File: src/rtl/phys_free_list_if.sv
// ---------------------------------------------------------------------------
// phys_free_list_if
//   Handshake bundle between rename/commit and the physical-register free list.
//   master : rename + commit side (drives alloc_req / rel_valid / rel_preg)
//   slave  : free list (drives alloc_ready, alloc_preg, free_count, err flags)
//   Signals:
//     alloc_req    rename wants one tag this cycle
//     alloc_ready  list non-empty, alloc_preg valid
//     alloc_preg   tag at head of list
//     rel_valid    commit returns one tag this cycle
//     rel_preg     tag being returned
//     free_count   entries currently in list
//     err_ovf      sticky overflow (release while full)
//     err_dfree    sticky double-free
// ---------------------------------------------------------------------------
interface phys_free_list_if #(
    parameter int PREG_W = 6
);
    logic              alloc_req;
    logic              alloc_ready;
    logic [PREG_W-1:0] alloc_preg;
    logic              rel_valid;
    logic [PREG_W-1:0] rel_preg;
    logic [6:0]        free_count;
    logic              err_ovf;
    logic              err_dfree;

    modport master (
        output alloc_req, rel_valid, rel_preg,
        input  alloc_ready, alloc_preg, free_count, err_ovf, err_dfree
    );

    modport slave (
        input  alloc_req, rel_valid, rel_preg,
        output alloc_ready, alloc_preg, free_count, err_ovf, err_dfree
    );
endinterface

File: src/rtl/phys_free_list.sv
// ---------------------------------------------------------------------------
// phys_free_list
//   Circular FIFO of free physical-register tags. Rename pops the head tag
//   (presented combinationally, taken at the edge); commit pushes back the
//   superseded tag of each retiring instruction. Occupancy is tracked in a
//   registered count from which full/empty are derived.
//   Ports:
//     clk   in  clock, rising edge
//     rstn  in  asynchronous reset, active low
//     fl    slave modport of phys_free_list_if (alloc/release handshake,
//           free_count, sticky err_ovf / err_dfree)
//   Build option:
//     FREELIST_DOUBLE_FREE_CHECK_EN  adds an in_list bitmap that rejects a
//     release of a tag already on the list and flags err_dfree. Without it
//     err_dfree is tied low and duplicates are enqueued.
// ---------------------------------------------------------------------------
module phys_free_list #(
    parameter int PREG_W   = 6,
    parameter int NUM_PREG = 64,
    parameter int NUM_AREG = 32
) (
    input logic             clk,
    input logic             rstn,
    phys_free_list_if.slave fl
);
    localparam int         FL_DEPTH = NUM_PREG - NUM_AREG;
    localparam int         PTR_W    = (FL_DEPTH > 1) ? $clog2(FL_DEPTH) : 1;
    localparam logic [6:0] DEPTH_C  = 7'(FL_DEPTH);

    logic [PREG_W-1:0] mem_q [FL_DEPTH];
    logic [PTR_W-1:0]  head_q, head_d;
    logic [PTR_W-1:0]  tail_q, tail_d;
    logic [6:0]        count_q, count_d;
    logic              ovf_q, ovf_d;
    logic              full, rel_try, dup, alloc_acc, rel_acc;

    // Explicit wrap so non-power-of-two depths also work.
    function automatic logic [PTR_W-1:0] ptr_inc(input logic [PTR_W-1:0] p);
        return (p == PTR_W'(FL_DEPTH - 1)) ? '0 : p + PTR_W'(1);
    endfunction

    // Handshake decode: everything is judged against the pre-edge count, so a
    // release while empty is not visible to alloc until the next cycle.
    always_comb begin
        full      = (count_q == DEPTH_C);
        rel_try   = fl.rel_valid && (fl.rel_preg != '0);
        alloc_acc = fl.alloc_req && (count_q != 7'd0);
        rel_acc   = rel_try && !full && !dup;
    end

    always_comb begin
        head_d  = alloc_acc ? ptr_inc(head_q) : head_q;
        tail_d  = rel_acc   ? ptr_inc(tail_q) : tail_q;
        count_d = count_q + {6'd0, rel_acc} - {6'd0, alloc_acc};
        ovf_d   = ovf_q | (rel_try && full);
    end

    always_ff @(posedge clk or negedge rstn) begin
        if (!rstn) begin
            head_q  <= '0;
            tail_q  <= '0;
            count_q <= DEPTH_C;
            ovf_q   <= 1'b0;
        end else begin
            head_q  <= head_d;
            tail_q  <= tail_d;
            count_q <= count_d;
            ovf_q   <= ovf_d;
        end
    end

    // Reset image: the list holds every tag not mapped architecturally.
    always_ff @(posedge clk or negedge rstn) begin
        if (!rstn) begin
            for (int i = 0; i < FL_DEPTH; i++) mem_q[i] <= PREG_W'(NUM_AREG + i);
        end else if (rel_acc) begin
            mem_q[tail_q] <= fl.rel_preg;
        end
    end

`ifdef FREELIST_DOUBLE_FREE_CHECK_EN
    logic [NUM_PREG-1:0] in_list_q, in_list_d;
    logic                dfree_q, dfree_d;

    // A tag is "in list" from accepted release until it is allocated again.
    always_comb begin
        dup       = in_list_q[fl.rel_preg];
        dfree_d   = dfree_q | (rel_try && dup);
        in_list_d = in_list_q;
        if (alloc_acc) in_list_d[fl.alloc_preg] = 1'b0;
        if (rel_acc)   in_list_d[fl.rel_preg]   = 1'b1;
    end

    always_ff @(posedge clk or negedge rstn) begin
        if (!rstn) begin
            for (int i = 0; i < NUM_PREG; i++) in_list_q[i] <= (i >= NUM_AREG);
            dfree_q <= 1'b0;
        end else begin
            in_list_q <= in_list_d;
            dfree_q   <= dfree_d;
        end
    end

    assign fl.err_dfree = dfree_q;
`else
    assign dup          = 1'b0;
    assign fl.err_dfree = 1'b0;
`endif

    assign fl.alloc_ready = (count_q != 7'd0);
    assign fl.alloc_preg  = mem_q[head_q];
    assign fl.free_count  = count_q;
    assign fl.err_ovf     = ovf_q;
endmodule

File: src/flat_wrapper.sv
// flat-port wrapper written by rule: the top's interface ports become plain ports
module phys_free_list_flat 
#(
    parameter int PREG_W   = 6,
    parameter int NUM_PREG = 64,
    parameter int NUM_AREG = 32
)
  (clk, rstn, fl_alloc_req, fl_rel_valid, fl_rel_preg, fl_alloc_ready, fl_alloc_preg, fl_free_count, fl_err_ovf, fl_err_dfree);
  phys_free_list_if #(.PREG_W(PREG_W)) fl_i ();
  input logic clk;
  input logic rstn;
  input wire logic [$bits(fl_i.alloc_req)-1:0] fl_alloc_req;
  input wire logic [$bits(fl_i.rel_valid)-1:0] fl_rel_valid;
  input wire logic [$bits(fl_i.rel_preg)-1:0] fl_rel_preg;
  output wire logic [$bits(fl_i.alloc_ready)-1:0] fl_alloc_ready;
  output wire logic [$bits(fl_i.alloc_preg)-1:0] fl_alloc_preg;
  output wire logic [$bits(fl_i.free_count)-1:0] fl_free_count;
  output wire logic [$bits(fl_i.err_ovf)-1:0] fl_err_ovf;
  output wire logic [$bits(fl_i.err_dfree)-1:0] fl_err_dfree;
  assign fl_i.alloc_req = fl_alloc_req;
  assign fl_i.rel_valid = fl_rel_valid;
  assign fl_i.rel_preg = fl_rel_preg;
  assign fl_alloc_ready = fl_i.alloc_ready;
  assign fl_alloc_preg = fl_i.alloc_preg;
  assign fl_free_count = fl_i.free_count;
  assign fl_err_ovf = fl_i.err_ovf;
  assign fl_err_dfree = fl_i.err_dfree;
  phys_free_list #(.PREG_W(PREG_W), .NUM_PREG(NUM_PREG), .NUM_AREG(NUM_AREG)) u_core (.clk(clk), .rstn(rstn), .fl(fl_i));
endmodule
File: config.mk
export PLATFORM = sky130hd
export DESIGN_NAME = phys_free_list_flat
export DESIGN_NICKNAME = d
export VERILOG_FILES = /design/src/rtl/phys_free_list_if.sv /design/src/rtl/phys_free_list.sv /design/src/flat_wrapper.sv
export SDC_FILE = /design/constraint.sdc
export NUM_CORES = 1
export LEC_CHECK = 0
export CAP_MARGIN = 15
export CORE_ASPECT_RATIO = 1.2
export CORE_MARGIN = 1
export CORE_UTILIZATION = 50
export CTS_BUF_LIST = sky130_fd_sc_hd__clkbuf_4
export CTS_CLUSTER_DIAMETER = 30
export CTS_CLUSTER_SIZE = 30
export DETAILED_ROUTE_END_ITERATION = 6
export PLACE_DENSITY = 0.64
export RECOVER_POWER = 50
export SYNTH_ARGS = -nofsm -noshare
export SYNTH_HDL_FRONTEND = slang
export SYNTH_SLANG_ARGS = --single-unit
File: constraint.sdc
create_clock -name clk -period 7.5 [get_ports clk]
set_clock_uncertainty 0.2 [all_clocks]
set_input_delay 1.5 -clock clk [delete_from_list [all_inputs] [get_ports clk]]
set_output_delay 1.5 -clock clk [all_outputs]
set_load 0.02 [all_outputs]
Word-level counts from Yosys, hierarchy flattened
Index checks and enable logic that the tools add are counted.

Latch bits: 0. Bits of input ports: 10. Register bits: 210. Output and inout bits: 16. Memories kept: 0. Word-level logic and storage cells: 65. RAM bits: 0. ROM bits: 0.

Divide/modulo/power cells: 0. Bitwise gates (word level): 3. Shift operators: 0. $lt $le $gt $ge: 3. Equality and inequality tests: 3. Reduce and logical (&&, ||, !) cells: 8. Add/sub/neg operators: 4. Multiply operators: 0. Mux-type cells: 8.

Operators by type and width (count): bitwise mux 192 bit (1); binary-select mux 6 bit (select 5 bit) (1); demux 6 bit (select 5 bit) (1); two-way mux 6 bit (3); greater-or-equal comparator 6 bit (second input constant) (2); NOT 5 -> 6 bit (2); adder 5 x 1 -> 5 bit (second input constant) (2); equality test 5 bit (second input constant) (2); two-way mux 5 bit (2); adder 7 x 1 -> 7 bit (1); equality test 7 x 6 -> 1 bit (second input constant) (1); nonzero test 7 bit (1); subtractor 7 x 1 -> 7 bit (1); < comparator 6 x 1 -> 1 bit (second input constant) (1); nonzero test 6 bit (1); logical AND 1 bit (5); zero test 1 bit (1); bitwise OR 1 bit (1).

Depth between registers and ports, before layout
Gate-level depths: netlist of run 1.

Depth in word-level cells: 6. Mapped depth: 13. Mapped depth without buffers: 13.

Least setup slack after synthesis of run 1
OpenSTA, ideal clock, no wires.

Kind: input to register. From: input port fl_rel_preg[1]. To: register u_core.count_q[6] (netlist: u_core.fl.free_count[6]). Buffers on the path: 0. Stages on the path: 9. Arrival: 3724 ps. Required time: 7184 ps. Setup slack: 3461 ps. Path through: nor4_2 > a221o_1 > inv_1 > ha_1 > fa_1 > a21oi_1 > o21bai_1 > a2111o_1 > o311ai_0.

Longest elaborated chain between the ends: 5.

Ends and longest elaborated chain: start, declared (RTL line flat_wrapper.sv:14) `input wire logic [$bits(fl_i.rel_preg)-1:0] fl_rel_preg;`; nonzero test 6 bit (RTL line phys_free_list.sv:46) `rel_try = fl.rel_valid && (fl.rel_preg != '0);`; logical AND 1 bit (RTL line phys_free_list.sv:46); logical AND 1 bit (RTL line phys_free_list.sv:48) `rel_acc = rel_try && !full && !dup;`; named net u_core.rel_acc (RTL line phys_free_list.sv:35) `logic full, rel_try, dup, alloc_acc, rel_acc;`; adder 7 x 1 -> 7 bit (RTL line phys_free_list.sv:54) `count_d = count_q + {6'd0, rel_acc} - {6'd0, alloc_acc};`; subtractor 7 x 1 -> 7 bit (RTL line phys_free_list.sv:54); named net u_core.count_d[6] (RTL line phys_free_list.sv:33) `logic [6:0] count_q, count_d;`; end signal, assigned (RTL line phys_free_list.sv:67) `count_q <= count_d;`; end, declared (RTL line phys_free_list.sv:33).

The timed path passes the listed nets, and every way through them passes these cells. A chain may end at the register's enable or synchronous reset.

==> flow_summary.yaml, run 1 <==
outcome:
  status: "complete, but fails checks"
  failed_checks: "max-capacitance violations, max-slew violations"
sta:
  slew_viol_final: 87
  min_period_ps: 5511
  final_hold_viol_count: 0
  max_freq_mhz: 181.4
  layout_worst_path_cycle_share_pct: 73.49
  tightest_slew_ps: 4503
  slew_headroom_pct: -200.2
  setup_viol: 0
  tns_ps: 0
  rsz0062_at_grt: "false"
cells_and_area:
  stdcell_count: 1018
  final_cell_mix: "mux2_2, dfstp_2, dfrtp_1"
  fin_nets: 749
  final_common_cell: "mux2_2"
  utilization_pct: 57.53
  final_layout_size_suffix_gt1_share_pct: 58.86
  areaGrowthSynthToFinish_pct: 12.45
synthesis:
  yosysSeqAreaShare_pct: 53.96
  synth.avg_cell_area_um2: 14.71
  yosysWarnings: 0
  ys_async_sr_fraction_pct: 100.0
  synthMuxAreaShare_pct: 32.77
  synth_top_area_share_pct: 29.69
  synth_xor_area_share_pct: 0.4379
  syn-num-nets: 708
  synth-compound-area-share_pct: 3.516
  syn_area_um2: 10000
  ys_seq_elements: 210
  synth_edf_count: 0
  synth_cell_types: 49
  yosys.area.top_type: "dfstp_2"
  postSynthCellCount: 680
  synth_top_family_by_area: "multiplexers"
  synth-simple-area-share_pct: 4.729
  synthTopCellsByArea: "dfstp_2, dfrtp_1, mux2_2"
  synth_ff_type: "dfstp_2"
  synth_fa_ha_area_share_pct: 2.327
worst_setup_path:
  startpoint: "rstn"
  path_buf_inv: 2
  cp_slowest_cell: "clkbuf_1"
  crit_family: "buffers and inverters"
  arrival_ps: 5830
  rr_endpoint: "u_core.fl.free_count[6]"
  rrSetupSlack_ps: 3270
  crit_chain: "clkbuf_1 > buf_4"
  required_ps: 7820
  crit_path_end: "u_core.head_q[0]"
  r2r.worst_path.cells: 13
  slowest_delay_ps: 3100
  crit_path_max_fanout: 86
  cp-start-kind: "input port"
  path_depth: 2
  worstSetupPathType: "input port to asynchronous set/reset pin"
  end_kind: "asynchronous set/reset pin"
  rr_startpoint: "u_core.fl.free_count[2]"
clock_tree:
  htree_levels: 2
  post_cts_buffers: 0
  cts_root_buf: "clkbuf_4"
  cts_buffer_depth: 3
  clkLatencyLatePin_ps: 650
  clk_pin_slew_worst_paths_ps: 80
  cts_resized: 0
  holdBufCountCts: 0
  numCtsBuffers: 44
  cts_tree: "built"
  cts.sinks: 210
drt:
  postRouteAntennaNets: 0
  drt_iter0_drc: 386
  drt_pass1_iterations: 4
  vias: 5920
  wl_per_cell_um: 21.83
  via_per_inst: 5.815
  drc: 0
  wl_mm: 22.22
place:
  port-buffer-count: 24
  dpl.cell_count: 936
  dp_hpwl_mm: 14.43
  place_congestion: 0.8311
run:
  maxCapViolCount: 1
global_routing:
  grt_overflow: 0
  antenna_found_initial: 1
  grtUsageTotal_pct: 23.24
  grt_max_degree: 87
  grt_pass1_wl_mm: 36.74
  first_global_vias: 6567
floorplan:
  fp.dieH_um: 156.9
  die_area_um2: 20570
  core.rowCount: 56
  pin_count: 26
  core_um2: 19550
  start_util_pct: 51.16
  fp.dieW_um: 131.1
power:
  p_leak_nw: 4.805
  power_density_nw_per_um2: 439.8
  peakVddDrop_uv: 351.4
  power_w: 0.004946
min_path:
  holdPathStages: 1
  hold_path.class: "register to register"
==> per-layer routing <==
metal	share of wire (%)	global-route usage (%)	vias up	wire (µm)
met4	2.3	8.347	0	504
met2	51	40.15	138	11300
li1	-	-	2632	-
met5	0	0	-	0
met3	5.4	4.477	42	1194
met1	42	29.26	3108	9223
==> cell usage after synthesis (2+ instances only) <==
cell / count
dfrtp_1: 97
a31oi_1: 2
nor3_1: 3
inv_1: 15
nand2_1: 53
nor3b_1: 2
and3_1: 2
mux2_4: 6
a21oi_1: 4
nor2_1: 11
or3_1: 2
or3b_2: 2
buf_2: 7
nand3_1: 3
dfstp_2: 113
buf_1: 2
mux4_2: 48
xor2_1: 4
ha_1: 17
o21ai_0: 7
a221oi_1: 4
clkbuf_1: 31
mux2_2: 187
nor4_1: 6
o22ai_1: 24
nand2b_1: 3
nand3b_1: 3
==> flip-flops by register name, summed over array words and instances (netlist names) <==
signal                count
u_core.fl.free_count      7
u_core.tail_q             5
u_core.mem_q            192
u_core.fl.err_ovf         1
u_core.head_q             5
==> worst min-delay path by stage <==
stage,startpoint,to,slack [ps]
after floorplan,u_core.mem_q[30],u_core.mem_q[30],270
after global placement,u_core.mem_q[133],u_core.mem_q[133],280
after detailed placement,u_core.mem_q[154],u_core.mem_q[154],290
after CTS,u_core.mem_q[54],u_core.mem_q[54],310
after global routing,u_core.mem_q[38],u_core.mem_q[38],330
final,u_core.mem_q[54],u_core.mem_q[54],310
==> power breakdown <==
| group | switching, W | internal (W) |
|---|---|---|
| combinational | 0.000742 | 0.000925 |
| sequential | 0.000336 | 0.00180 |
| clock | 0.000478 | 0.000663 |
| total | 0.00156 | 0.00339 |
==> logic make-up (layout without fill, tap and decap cells) <==
logic type | Yosys count | after routing
multiplexers | 241 | 241
flip-flops | 210 | 210
AND/OR/NAND/NOR | 97 | 97
buffers and inverters | 56 | 132
AO/OA/AOI/OAI | 52 | 52
adder cells (fa/ha/maj) | 18 | 18
XOR/XNOR | 5 | 5
other | 1 | 2
==> per-stage QoR <==
stage          setup slack (ps)  instance area [µm²]  hold slack (ps)
3_5_place_dp               2435                10500            288.1
4_1_cts                    2196                11270            308.4
5_1_grt                    1133                11250            327.4
3_3_place_gp               2561                10500            281.4
2_1_floorplan              3461                10000            273.9
6_report                   1989                11250            308.6
==> layout make-up <==
| class | count | area, µm² |
|---|---|---|
| multi-input cells | 414 | 4369 |
| flip-flops and latches | 210 | 5401 |
| clock buffers | 53 | 397.9 |
| inverters | 15 | 56.30 |
| diodes | 1 | 2.502 |
| clock inverters | 28 | 371.6 |
| repair buffers | 36 | 320.3 |
| fillers | 1573 | 8303 |
| well taps | 261 | 326.6 |
No activity file was read; power rests on OpenSTA's default activity.
==> inputs of run 2 (changes only) <==
PLACE_DENSITY = 0.66   (was 0.64)
clock period = 4.65 ns   (was 7.5 ns; I/O delays follow)
==> run 2 against run 1 <==
Compared with the run above:
- the flow still finishes with violations (max-capacitance violations, max-slew violations)
- clock power increased by 55%
- sequential share of layout area down 0.19 points
- sequential power is 61% higher
- setup slack got worse by 1800 ps
- core utilization is 0.23 points higher
- first-iteration DRC count decreased by 21%
- combinational power grew 64%
- register-to-register slack worse by 2400 ps
- critical path depth is 3 higher
- non-clock buffer count grew 7
- critical path type is now register to output port
- critical endpoint is now fl_alloc_preg[5]
- highest routed layer unchanged
==> flow_summary.yaml, run 2 (synthesis results as in run 1) <==
outcome:
  status: "complete, but fails checks"
  failed_checks: "max-capacitance violations, max-slew violations"
sta:
  tightest_slew_ps: 3182
  min_period_ps: 4493
  slew_viol_final: 130
  max_freq_mhz: 222.6
  layout_worst_path_cycle_share_pct: 96.62
  final_hold_viol_count: 0
  tns_ps: 0
  slew_headroom_pct: -112.1
  rsz0062_at_grt: "false"
  setup_viol: 0
place:
  dp_hpwl_mm: 14.64
  dpl.cell_count: 942
  port-buffer-count: 24
  place_congestion: 0.8690
clock_tree:
  cts_root_buf: "clkbuf_4"
  clk_pin_slew_worst_paths_ps: 90
  holdBufCountCts: 0
  htree_levels: 2
  cts_tree: "built"
  numCtsBuffers: 39
  cts_buffer_depth: 3
  clkLatencyLatePin_ps: 640
  cts.sinks: 210
worst_setup_path:
  rrSetupSlack_ps: 890
  crit_path_max_fanout: 26
  required_ps: 3520
  cp-start-kind: "register"
  rr_startpoint: "u_core.fl.free_count[2]"
  rr_endpoint: "u_core.fl.free_count[6]"
  arrival_ps: 3360
  worstSetupPathType: "register to output port"
  end_kind: "output port"
  r2r.worst_path.cells: 14
drt:
  via_per_inst: 5.866
  drt_pass1_iterations: 4
  vias: 5966
  wl_per_cell_um: 22.06
  wl_mm: 22.44
  drt_iter0_drc: 304
  drc: 0
  postRouteAntennaNets: 0
power:
  clockPowerShare_pct: 22.2
  comb_power_share_pct: 34.4
  power_switching_w: 0.002542
  p_int_w: 0.005410
  power_density_nw_per_um2: 704.3
  peakVddDrop_uv: 500.0
  p_leak_nw: 4.804
  seq_power_share_pct: 43.4
  swShare_pct: 31.97
floorplan:
  fp.dieH_um: 156.9
  core_um2: 19550
  pin_count: 26
  start_util_pct: 51.16
  core.rowCount: 56
  fp.dieW_um: 131.1
  die_area_um2: 20570
global_routing:
  first_global_vias: 6402
  antenna_found_initial: 1
  grt_max_degree: 130
  grt_overflow: 0
  grtUsageTotal_pct: 22.93
  grt_pass1_wl_mm: 35.96
cells_and_area:
  final_common_cell: "mux2_2"
  stdcell_count: 1017
  fin_nets: 751
  final_layout_size_suffix_gt1_share_pct: 59.15
  final_cell_mix: "mux2_2, dfstp_2, dfrtp_1"
  largest_reg_flops: 192
  largest-register: "u_core.mem_q"
  areaGrowthSynthToFinish_pct: 12.90
min_path:
  min_from: "u_core.mem_q[115]"
  holdPathEnd: "u_core.mem_q[115]"
  holdPathStages: 1
  hold_path.class: "register to register"
run:
  maxCapViolCount: 1
[run 2: through the flow]
| stage | setup WS, ps | utilization [%] | total power [W] | hold slack (ps) | area [µm²] |
|---|---|---|---|---|---|
| 3_5_place_dp | 511.4 | 54.07 | 0.006212 | 291.7 | 10570 |
| 3_3_place_gp | 551.9 | 54.07 | 0.006033 | 281.6 | 10570 |
| 5_1_grt | 12.70 | 57.76 | 0.008402 | 326.3 | 11290 |
| 2_1_floorplan | 1181 | - | 0.005263 | 273.9 | 10000 |
| 6_report | 157.0 | 57.76 | 0.007952 | 308.3 | 11290 |
| 4_1_cts | 69.33 | 57.80 | 0.008005 | 261.1 | 11300 |
[run 2: how the worst max path moves through the flow]
stage / from / to / depth (start not counted)
after floorplan: fl_rel_preg[1] / u_core.fl.free_count[6] / 9
after global placement: fl_rel_preg[1] / u_core.fl.free_count[6] / 10
after detailed placement: fl_rel_preg[1] / u_core.fl.free_count[6] / 10
after CTS: u_core.head_q[0] / fl_alloc_preg[5] / 5
after global routing: u_core.head_q[1] / fl_alloc_preg[1] / 5
final: u_core.head_q[1] / fl_alloc_preg[5] / 5
[run 2: cell type report]
type / instances / area, µm²
repair buffers: 43 / 404.1
well taps: 261 / 326.6
multi-input cells: 414 / 4369
diodes: 2 / 5.005
clock inverters: 31 / 420.4
flip-flops and latches: 210 / 5401
inverters: 15 / 56.30
fillers: 1525 / 8258
clock buffers: 41 / 307.8
[run 2: metal layers]
layer	wire length, µm	vias to the layer above	global-route usage (%)
li1	-	2639	-
met1	9730	3112	29.74
met2	11010	165	38.40
met3	1026	50	3.994
met4	669	0	9.356
met5	0	-	0
[run 2: worst max-delay path, stage by stage (launching register included)]
cell,delay [ps]
dfrtp_2,880
buf_4,330
mux4_2,240
o22ai_1,110
nor4_1,470
clkdlybuf4s50_1,690
[run 2: repair_timing]
| action | 4_1_cts | 5_1_grt |
|---|---|---|
| resized for setup | 0 | 0 |
| hold endpoints to repair | 0 | 0 |
| buffers inserted | 0 | 1 |
| setup endpoints to repair | 0 | 2 |
[run 2: power by group through the flow]
stage | sequential [W] | clock, W | combinational, W
CTS | 0.00345 | 0.00181 | 0.00274
global route | 0.00355 | 0.00189 | 0.00296
detailed placement | 0.00348 | 0 | 0.00273
finish | 0.00345 | 0.00177 | 0.00274
global placement | 0.00341 | 0 | 0.00263
floorplan | 0.00323 | 0 | 0.00203
